$ cat config.mk
export PLATFORM = sky130hd
export DESIGN_NAME = siso_xfer_ctrl
export DESIGN_NICKNAME = d
export VERILOG_FILES = /design/src/rtl/siso_xfer_ctrl.sv
export SDC_FILE = /design/constraint.sdc
export NUM_CORES = 1
export LEC_CHECK = 0
export CAP_MARGIN = 25
export CORE_AREA = 5 5 142 117
export DETAILED_ROUTE_END_ITERATION = 7
export DIE_AREA = 0 0 147 122
export PLACE_DENSITY = 0.61
export SETUP_SLACK_MARGIN = 0.1
export SYNTH_ARGS = -nofsm -noshare
export SYNTH_HDL_FRONTEND = slang
export SYNTH_SLANG_ARGS = --single-unit
$ cat constraint.sdc
create_clock -name clk -period 7 [get_ports clk]
set_clock_uncertainty 0.1 [all_clocks]
set_input_delay 2.1 -clock clk [delete_from_list [all_inputs] [get_ports clk]]
set_output_delay 2.1 -clock clk [all_outputs]
set_load 0.05 [all_outputs]
$ cat src/rtl/siso_xfer_ctrl.sv
// siso_xfer_ctrl: serialises one word at a time through an external SISO shift register and reassembles it.
// Define SISO_CHECK_EN to add the err port and the transmitted/received word compare.
module siso_xfer_ctrl #(
    parameter int WIDTH     = 32,
    parameter int DEPTH     = 32,
    parameter bit MSB_FIRST = 1'b1
) (
    input  logic             clk,
    input  logic             clear_n,
    input  logic             in_valid,
    output logic             in_ready,
    input  logic [WIDTH-1:0] in_data,
    output logic             out_valid,
    input  logic             out_ready,
    output logic [WIDTH-1:0] out_data,
    output logic             busy,
    output logic             sr_clear,
    output logic             sr_si,
    input  logic             sr_so
`ifdef SISO_CHECK_EN
    ,
    output logic             err
`endif
);
    localparam int CW = $clog2(DEPTH + 1);
    localparam logic [2:0] CLR = 3'd0, IDLE = 3'd1, SEND = 3'd2, WAIT = 3'd3, RECV = 3'd4, DONE = 3'd5;
    localparam logic [CW-1:0] LAST_BIT = CW'(WIDTH - 1);
    localparam logic [CW-1:0] LAST_WAIT = CW'(DEPTH - WIDTH - 1);

    logic [2:0]       state;
    logic [CW-1:0]    cnt;
    logic [CW-1:0]    tx_idx;
    logic [WIDTH-1:0] tx_reg;
    logic [WIDTH-1:0] rx_reg;
    logic [WIDTH-1:0] rx_nxt;

    always_comb begin
        tx_idx = MSB_FIRST ? LAST_BIT - cnt : cnt;
        rx_nxt = MSB_FIRST ? (rx_reg << 1) | WIDTH'(sr_so)
                           : (rx_reg >> 1) | (WIDTH'(sr_so) << (WIDTH - 1));
    end

    assign in_ready = state == IDLE;
    assign busy     = state != IDLE;
    assign sr_clear = state == CLR;
    assign sr_si    = state == SEND && |(tx_reg & (WIDTH'(1) << tx_idx));

    // cnt only runs in the timed states and restarts from zero on every entry
    always_ff @(posedge clk) begin
        if (!clear_n) begin
            state     <= CLR;
            cnt       <= '0;
            tx_reg    <= '0;
            rx_reg    <= '0;
            out_valid <= 1'b0;
            out_data  <= '0;
        end else begin
            case (state)
                CLR: begin
                    state <= IDLE;
                    cnt   <= '0;
                end
                IDLE: begin
                    cnt <= '0;
                    if (in_valid) begin
                        state  <= SEND;
                        tx_reg <= in_data;
                    end
                end
                SEND: begin
                    cnt <= cnt == LAST_BIT ? '0 : cnt + 1'b1;
                    if (cnt == LAST_BIT) state <= DEPTH > WIDTH ? WAIT : RECV;
                end
                WAIT: begin
                    cnt <= cnt == LAST_WAIT ? '0 : cnt + 1'b1;
                    if (cnt == LAST_WAIT) state <= RECV;
                end
                RECV: begin
                    rx_reg <= rx_nxt;
                    cnt    <= cnt == LAST_BIT ? '0 : cnt + 1'b1;
                    if (cnt == LAST_BIT) begin
                        state     <= DONE;
                        out_data  <= rx_nxt;
                        out_valid <= 1'b1;
                    end
                end
                DONE: begin
                    cnt <= '0;
                    if (out_ready) begin
                        state     <= IDLE;
                        out_valid <= 1'b0;
                    end
                end
                default: begin
                    state <= CLR;
                    cnt   <= '0;
                end
            endcase
        end
    end

`ifdef SISO_CHECK_EN
    always_ff @(posedge clk) begin
        if (!clear_n)
            err <= 1'b0;
        else if (state == IDLE && in_valid)
            err <= 1'b0;
        else if (state == RECV && cnt == LAST_BIT)
            err <= rx_nxt != tx_reg;
    end
`endif
endmodule

# Word-level counts from Yosys, hierarchy flattened
# Cells that the tools add are included.
[classes] n_addsub=2 mul=0 div=0 magnitude_cmp=0 n_eq_ne=13 shifts=1 muxes=12 bitwise_logic=2 n_reduce_logical=9
[ops] op="$and A32 B32 Y32" n=1
[ops] op="$or A32 B1 Y32" n=1
[ops] op="$reduce_or A32 Y1" n=1
[ops] op="$shl A1 B6 Y32 const A" n=1
[ops] op="$pmux W3 S6" n=1
[ops] op="$mux W3" n=5
[ops] op="$mux W6" n=2
[ops] op="$pmux W6 S2" n=1
[ops] op="$ne A2 B2 Y1 const B" n=4
[ops] op="$add A6 B1 Y6 const B" n=1
[ops] op="$eq A3 B2 Y1 const B" n=2
[ops] op="$eq A3 B3 Y1 const B" n=2
[ops] op="$eq A6 B5 Y1 const B" n=1
[ops] op="$eq A6 B6 Y1 const B" n=1
[ops] op="$sub A5 B6 Y6 const A" n=1
[ops] op="$reduce_and A5 Y1" n=1
[ops] op="$reduce_and A2 Y1" n=2
[ops] op="$eq A3 B1 Y1 const B" n=1
[ops] op="$logic_not A3 Y1" n=1
[ops] op="$ne A3 B1 Y1 const B" n=1
[ops] op="$reduce_and A3 Y1" n=1
[ops] op="$mux W1" n=2
[ops] op="$ne A2 B1 Y1 const B" n=1
[ops] op="$pmux W1 S2" n=1
[ops] op="3 further kinds" n=3
[totals] reg_bits=105 latch_bits=0 ram_bits=0 romBits=0 input_bits=37 output_inout_bits=37 word_cells=45 memories=0

# Logic depth before layout (Yosys ltp)
# Gate-level depths: netlist of run 1.
[depth] depth_word=5 depth_mapped=8 depth_no_buf=6

# Least setup slack after synthesis of run 1
# OpenSTA, ideal clock, no wires.
[synth_timing] path_kind="reg-to-output" from="register cnt[2]" to="output sr_si" arrival_time_ns=3.618 t_required_ns=4.800 setup_slack_ns=1.182 path_stages_with_launch=7 path_buffers=2 path_cell_list="dfxtp_1 clkbuf_1 clkbuf_1 nand3_1 o211ai_1 o21ai_0 a2111oi_0"
[synth_via] elab_chain_len=5
[synth_lines] item="start: declaration" line_no="31" text="logic [CW-1:0] cnt;"
[synth_lines] item="start signal: assignment" line_no="71" text="cnt <= cnt == LAST_BIT ? '0 : cnt + 1'b1;"
[synth_lines] item="start signal: assignment" line_no="75" text="cnt <= cnt == LAST_WAIT ? '0 : cnt + 1'b1;"
[synth_lines] item="start signal: assignment" line_no="80" text="cnt <= cnt == LAST_BIT ? '0 : cnt + 1'b1;"
[synth_lines] item="$sub A5 B6 Y6" line_no="38" text="tx_idx = MSB_FIRST ? LAST_BIT - cnt : cnt;"
[synth_lines] item="$shl A1 B6 Y32" line_no="46" text="assign sr_si = state == SEND && |(tx_reg & (WIDTH'(1) << tx_idx));"
[synth_lines] item="$and A32 B32 Y32" line_no="46"
[synth_lines] item="$reduce_or A32 Y1" line_no="46"
[synth_lines] item="$logic_and A1 B1 Y1" line_no="46"
[synth_lines] item="end: declaration" line_no="18" text="output logic sr_si,"
# No other way between the ends.

# Worst setup path after layout of run 1
# Ends and elaborated chain as after synthesis.

==> results of run 1 <==
==> area by class of cell <==
class	instances	area, µm²
inverters	6	22.5
flip-flops and latches	105	2100
repair buffers	79	811
multi-input cells	374	2080
clock buffers	11	253
clock inverters	5	30.0
fillers	1554	9700
well taps	193	241
==> stage by stage <==
stage          power, mW  hold slack (ns)  setup slack (ns)  util (%)  instances
3_5_place_dp       0.710            0.349              2.15      34.1        755
4_1_cts             1.19            0.360              1.76      36.0        771
2_1_floorplan      0.674            0.331              1.18         -        522
5_1_grt             1.23            0.374              1.46      36.3        773
6_report            1.18            0.356              1.77      36.3        773
3_3_place_gp       0.709            0.345              2.19      34.1        755
==> cell usage after synthesis, types with 2 or more instances <==
library cell	count
a21boi_1	30
buf_6	6
clkbuf_1	26
a21oi_1	5
nand3_1	11
a221oi_1	4
ha_1	6
buf_1	2
nor2b_1	5
nor3_1	2
dfxtp_1	105
nand4_1	2
o21a_1	2
a21boi_0	66
nor2_1	5
o21ai_0	5
and3b_1	2
mux2_2	2
a22oi_1	3
nand2_2	10
inv_1	6
nand2_1	190
buf_2	3
nor3b_1	2
==> cells by family after synthesis <==
family	after synthesis	share of synthesized area (%)
and+or+nand+nor	237	23.1
AOI/OAI and AO/OA	126	21.4
DFF	105	47.9
buffers and inverters	43	4.79
adders and majority gates	6	1.71
muxes	3	0.741
xor gates and xnor gates	2	0.399
==> layer usage <==
layer  global-route usage [%]  vias to the layer above  routed length, µm
met2                     17.0                       60               4330
li1                         -                     1841                  -
met3                     3.98                       12                570
met5                        0                        -                  0
met4                     5.18                        0                185
met1                     16.3                     1680               5250
==> path summary, 6_finish.rpt <==
path	startpoint	endpoint	slack, ns	cells past startpoint
worst max-delay path	cnt[2]	sr_si	1.77	6
worst min-delay path	out_data[21]	out_data[21]	0.36	2
worst max register to register	cnt[2]	cnt[1]	4.82	4
worst min register to register	out_data[21]	out_data[21]	0.36	2
==> power by group <==
part / leakage [nW] / switching [mW] / internal [mW] / total (mW)
clock network: 0.137 / 0.216 / 0.259 / 0.474
registers: 0.849 / 0.00952 / 0.608 / 0.618
logic: 0.819 / 0.0411 / 0.0430 / 0.0841
==> worst register-to-register path, delay by kind of cell, from the launching register on <==
kind / cells / cell delay [ns]
AND/OR/NAND/NOR: 3 / 0.98
flip-flops: 1 / 0.70
AO/OA/AOI/OAI: 1 / 0.30
==> cells in the final DEF (no fill, tap or decap), types with 2 or more instances in the layout <==
master	count
mux2_2	2
a221oi_1	4
nand2_2	10
and3b_1	2
clkbuf_8	2
inv_1	6
a22oi_1	3
clkdlybuf4s50_1	72
a21boi_0	66
ha_1	6
a21oi_1	5
buf_4	4
nand2_1	190
o21ai_0	5
nor2_1	5
o21a_1	2
a21boi_1	30
clkinv_2	3
nor3_1	2
nor3b_1	2
nand3_1	11
nand4_1	2
nor2b_1	4
clkinvlp_4	2
dfxtp_1	105
clkbuf_16	9
buf_16	2
==> impl_metrics.toml, run 1 <==
[floorplanning]
chipHeight_um = 122
initial_core_util_pct = 28.8
die_w_um = 147
io_pins = 74
core_area_um2 = 15200
die_area_um2 = 17900
num_rows = 41

[global_route]
antenna_found_initial = 0
grt_max_degree = 57
track_usage_pct = 11.9
grt_first_pass_wirelength_um = 17200
grt_overflow = 0
grt_pass1_vias = 3487

[placement]
finalWeightedCongestion = 0.897
port_buffers = 73
post-dp-hpwl_um = 7210
placed_area_um2 = 5200

[yosys]
async_flop_share_pct = 0
ys_seq_area_share_pct = 47.9
synthesis.area_um2 = 4390
ys_dominant_reg_cell = "dfxtp_1"
synth_edf_count = 0
avgSynthCellArea_um2 = 8.41
synthDistinctLibCells = 46
yosysWarnings = 0
syn_inst = 522
synth_top_area_share_pct = 47.9
synth_area_leaders = "dfxtp_1 48%, nand2_1 16%, a21boi_0 11%"
ys_ff_latch = 105
synth.largest_area_cell = "dfxtp_1"
syn_nets = 565

[cells_and_area]
final_nets = 618
diodes = 0
drive_gt1_share_pct = 6.72
area_growth_pct = 26.2
stdcell_area_um2 = 5540

[clocking]
root_buffer = "clkbuf_16"
ctsResizeCount = 0
htreeDepth = 3
cts_made_buffers = 9
clock-sinks = 105
post_cts_buffers = 0
clkLatencyLatePin_ns = 0.35
cts-hold-fix-buffers = 0
path_clk_slew_ns = 0.07
clock_path_buffers = 2
cts_tree = "done"

[power_and_ir_drop]
p_per_area_nw_per_um2 = 212
irDropWorstVdd_v = 0.000108
power.leakage_nw = 1.81

[drt]
wire_per_inst_um = 13.4
vias = 3593
via_per_inst = 4.65
drc = 0
wl_um = 10300
ant_nets = 0
first_iter_violations = 247
first_pass_iters = 4

[setup_path]
worst_ep_arrival_time_ns = 3.03
cp_top_family = "buffers and inverters"
cp_data_required_time_ns = 4.80
critPathCaptureType = "primary output"
crit_type = "reg -> out"
cpPeakStageDelay_ns = 0.73
crit_fanout = 18
startpoint_type = "flop"
crit_slowest_cell = "clkdlybuf4s50_1"
crit_buf_inv = 2
path_cells = "inv_1 -> ha_1 -> a221o_1 -> a221oi_1 -> a2111oi_0 -> clkdlybuf4s50_1"

[sta]
grt_setup_unrepaired = "no"
period_needed_ns = 5.23
max-slew-margin-rel_pct = 53.6
hold_viol_final = 0
slew_viol_final = 0
fin_setup_tns_ns = 0
fmax_ghz = 0.191
setup_violations = 0
fin_crit_sh_pct = 74.7
tightestPinTransition_ns = 0.696

[outcome]
status = "finished clean"

[hold_path]
hold_class = "reg -> reg"

[run]
max_cap_violations = 0
Note: power is estimated with default switching activity, not from simulation.
==> inputs of run 2 (changes only) <==
Clock period 7 ns to 5.33 ns, I/O delays scaled along.
==> impl_metrics.toml, run 2 (synthesized netlist as in run 1, its figures left out) <==
[outcome]
status = "finished clean"

[setup_path]
worst_ep_arrival_time_ns = 3.09
startpoint_type = "flop"
critPathCaptureType = "primary output"
crit_fanout = 18
crit_type = "reg -> out"
cp_data_required_time_ns = 3.63

[clocking]
clock-sinks = 105
cts_tree = "done"
clock_path_buffers = 2
cts_made_buffers = 9
path_clk_slew_ns = 0.07
clkLatencyLatePin_ns = 0.34
cts-hold-fix-buffers = 0
root_buffer = "clkbuf_16"
ctsResizeCount = 0
htreeDepth = 3
post_cts_buffers = 0

[global_route]
track_usage_pct = 11.6
grt_overflow = 0
grt_pass1_vias = 3400
antenna_found_initial = 0
grt_first_pass_wirelength_um = 16900
grt_max_degree = 76

[power_and_ir_drop]
power.leakage_nw = 1.82
combPwrFrac_pct = 7.0
irDropWorstVdd_v = 0.000141
switching_share_pct = 22.3
power.total_mw = 1.59
switching_power_mw = 0.354
clockPowerShare_pct = 42.0
p_per_area_nw_per_um2 = 285
p_int_mw = 1.23
power_frac_seq_pct = 51.1

[sta]
slew_viol_final = 0
fmax_ghz = 0.209
grt_setup_unrepaired = "no"
fin_setup_tns_ns = 0
fin_crit_sh_pct = 89.9
hold_viol_final = 0
setup_violations = 0
tightestPinTransition_ns = 0.628
setup_slack_ns = 0.539
max-slew-margin-rel_pct = 58.0
period_needed_ns = 4.79

[placement]
finalWeightedCongestion = 0.877
port_buffers = 73
place_ws_ns = 0.949
post-dp-hpwl_um = 7150
dp_cells = 756

[hold_path]
hold_class = "reg -> reg"

[cells_and_area]
nFillCells = 1524
area_growth_pct = 27.1
final_cells = 774
drive_gt1_share_pct = 6.54
diodes = 0
final_nets = 619
final_common_cell = "nand2_1"
final_cell_mix = "190 x nand2_1, 105 x dfxtp_1, 72 x clkdlybuf4s50_1, 66 x a21boi_0, 30 x a21boi_1"

[drt]
via_per_inst = 4.64
wire_per_inst_um = 13.4
first_pass_iters = 4
drc = 0
wl_um = 10400
first_iter_violations = 223
ant_nets = 0
vias = 3588

[run]
max_cap_violations = 0

[floorplanning]
chipHeight_um = 122
die_w_um = 147
core_area_um2 = 15200
initial_core_util_pct = 28.8
die_area_um2 = 17900
num_rows = 41
io_pins = 74
-- run 2: cell types whose count changed in the layout (fill, tap and decap cells not counted) --
cell        change
clkbuf_1        +2
bufinv_16       +1
clkinvlp_4      -2
clkbuf_8        -1
a2111oi_0       -1
a2111oi_1       +1
clkinv_4        +2
buf_12          +1
clkinv_2        -2
-- run 2: worst max-delay path, stage by stage, from the launching register on --
cell and delay [ns]:
dfxtp_1 0.70, inv_1 0.19, ha_1 0.30, a221o_1 0.30
a221oi_1 0.38, a2111oi_1 0.16, clkdlybuf4s50_1 0.73
-- run 2: cell type report --
type / instances / area (µm²) / area share [%]
flip-flops and latches: 105 / 2100 / 37.7
well taps: 193 / 241 / 4.33
clock inverters: 4 / 52.6 / 0.943
repair buffers: 80 / 831 / 14.9
clock buffers: 12 / 246 / 4.42
multi-input cells: 374 / 2080 / 37.3
inverters: 6 / 22.5 / 0.404
-- run 2: through the flow --
| stage | area, µm² | utilization, % | hold WS (ns) |
|---|---|---|---|
| finish | 5580 | 36.6 | 0.355 |
| global route | 5580 | 36.6 | 0.377 |
| CTS | 5530 | 36.3 | 0.360 |
| detailed placement | 5230 | 34.3 | 0.351 |
| global placement | 5200 | 34.1 | 0.346 |
| floorplan | 4390 | - | 0.331 |
-- run 2: path summary, 6_finish.rpt --
kind | to | from | cells past startpoint | slack (ns)
max | sr_si | cnt[2] | 6 | 0.54
min | out_data[7] | out_data[7] | 2 | 0.36
max reg2reg | out_data[13] | cnt[2] | 4 | 3.15
min reg2reg | out_data[7] | out_data[7] | 2 | 0.36
-- run 2: metal layers --
| metal | GRT usage (%) | share of wire [%] | up-vias |
|---|---|---|---|
| met2 | 17.2 | 43 | 66 |
| met4 | 4.42 | 1.7 | 0 |
| li1 | - | - | 1841 |
| met1 | 16.0 | 50 | 1670 |
| met3 | 3.42 | 4.6 | 11 |
| met5 | 0 | 0 | - |
-- run 2: power groups by stage --
stage / Combinational [mW] / Clock (mW) / Sequential [mW]
3_3_place_gp: 0.102 / 0 / 0.829
3_5_place_dp: 0.107 / 0 / 0.829
4_1_cts: 0.108 / 0.690 / 0.810
2_1_floorplan: 0.0628 / 0 / 0.822
6_report: 0.111 / 0.666 / 0.811
5_1_grt: 0.122 / 0.720 / 0.812
==> inputs of run 3 (changes only) <==
Settings changed: SLEW_MARGIN set to 20.
==> impl_metrics.toml, run 3 (synthesized netlist as in run 1, its figures left out) <==
[outcome]
status = "finished clean"

[setup_path]
startpoint_type = "flop"
r2r_cells = 4
crit_fanout = 18
critPathCaptureType = "primary output"
cp_data_required_time_ns = 3.63
worst_ep_arrival_time_ns = 3.07
crit_type = "reg -> out"

[clocking]
htreeDepth = 3
cts_made_buffers = 9
clock_path_buffers = 2
ctsResizeCount = 0
root_buffer = "clkbuf_16"
cts_tree = "done"
clock-sinks = 105
clkLatencyLatePin_ns = 0.34
path_clk_slew_ns = 0.07
post_cts_buffers = 0
cts-hold-fix-buffers = 0

[sta]
hold_viol_final = 0
max-slew-margin-rel_pct = 58.8
slew_viol_final = 0
setup_violations = 0
holdWs_ns = 0.356
period_needed_ns = 4.77
grt_setup_unrepaired = "no"
tightestPinTransition_ns = 0.617
fin_setup_tns_ns = 0
fmax_ghz = 0.210
fin_crit_sh_pct = 89.5

[cells_and_area]
final_cell_mix = "189 x nand2_1, 105 x dfxtp_1, 72 x clkdlybuf4s50_1, 66 x a21boi_0, 30 x a21boi_1"
diodes = 0
final_common_cell = "nand2_1"
stdcell_area_um2 = 5560
area_growth_pct = 26.7
drive_gt1_share_pct = 6.74
nFillCells = 1549
final_nets = 617

[global_route]
antenna_found_initial = 0
grt_pass1_vias = 3488
grt_overflow = 0
grt_first_pass_wirelength_um = 17300
track_usage_pct = 11.8
grt_max_degree = 76

[floorplanning]
initial_core_util_pct = 28.8
num_rows = 41
core_area_um2 = 15200
die_w_um = 147
die_area_um2 = 17900
io_pins = 74
chipHeight_um = 122

[power_and_ir_drop]
p_int_mw = 1.29
combPwrFrac_pct = 6.3
power.leakage_nw = 1.82
power.total_mw = 1.64
clockPowerShare_pct = 44.3
power_frac_seq_pct = 49.4
p_per_area_nw_per_um2 = 296
switching_share_pct = 21.4
switching_power_mw = 0.353
irDropWorstVdd_v = 0.000159

[placement]
port_buffers = 73
placed_area_um2 = 5220
post-dp-hpwl_um = 7240
finalWeightedCongestion = 0.877

[hold_path]
hold-path-cell-count = 2
hold_class = "reg -> reg"

[drt]
first_iter_violations = 241
first_pass_iters = 4
vias = 3582
via_per_inst = 4.64
drc = 0
wl_um = 10400
wire_per_inst_um = 13.5
ant_nets = 0

[run]
max_cap_violations = 0
-- run 3: final cells by class --
cell class,count,area (µm²),share of cell area [%]
Clock inverter,5,86.3,1.55
Tap cell,193,241,4.34
Timing Repair Buffer,78,773,13.9
Inverter,6,22.5,0.405
Multi-Input combinational cell,374,2080,37.4
Sequential cell,105,2100,37.8
Clock buffer,11,253,4.55
-- run 3: final timing paths --
path	startpoint	endpoint	slack, ns
worst max-delay path	cnt[2]	sr_si	0.56
worst min-delay path	out_data[6]	out_data[6]	0.36
worst max register to register	cnt[2]	out_data[13]	3.14
worst min register to register	out_data[6]	out_data[6]	0.36
-- run 3: worst max-delay path, stage by stage (launching register included) --
cell and delay (ns):
dfxtp_1 0.71, inv_1 0.19, ha_1 0.30, a221o_1 0.30, a221oi_1 0.36, a2111oi_1 0.15, clkdlybuf4s50_1 0.73
-- run 3: power by group through the flow --
stage / logic [mW] / clock network, mW / registers [mW]
2_1_floorplan: 0.0628 / 0 / 0.822
6_report: 0.104 / 0.728 / 0.811
4_1_cts: 0.106 / 0.757 / 0.811
3_5_place_dp: 0.106 / 0 / 0.829
3_3_place_gp: 0.102 / 0 / 0.829
5_1_grt: 0.115 / 0.786 / 0.812
-- run 3: through the flow --
step	util, %	instances	setup slack (ns)
final	36.5	772	0.562
after global routing	36.5	772	0.414
after CTS	36.5	772	0.580
after detailed placement	34.2	756	0.945
after global placement	34.1	755	1.11
after floorplan	-	522	0.668
-- run 3: per-layer routing --
layer | share of wire (%) | vias to the layer above | track usage, % | wire length [µm]
met3 | 4.2 | 11 | 2.94 | 440
met1 | 51 | 1654 | 16.2 | 5340
met4 | 1.4 | 0 | 4.19 | 150
met5 | 0 | - | 0 | 0
li1 | - | 1838 | - | -
met2 | 43 | 79 | 18.0 | 4500
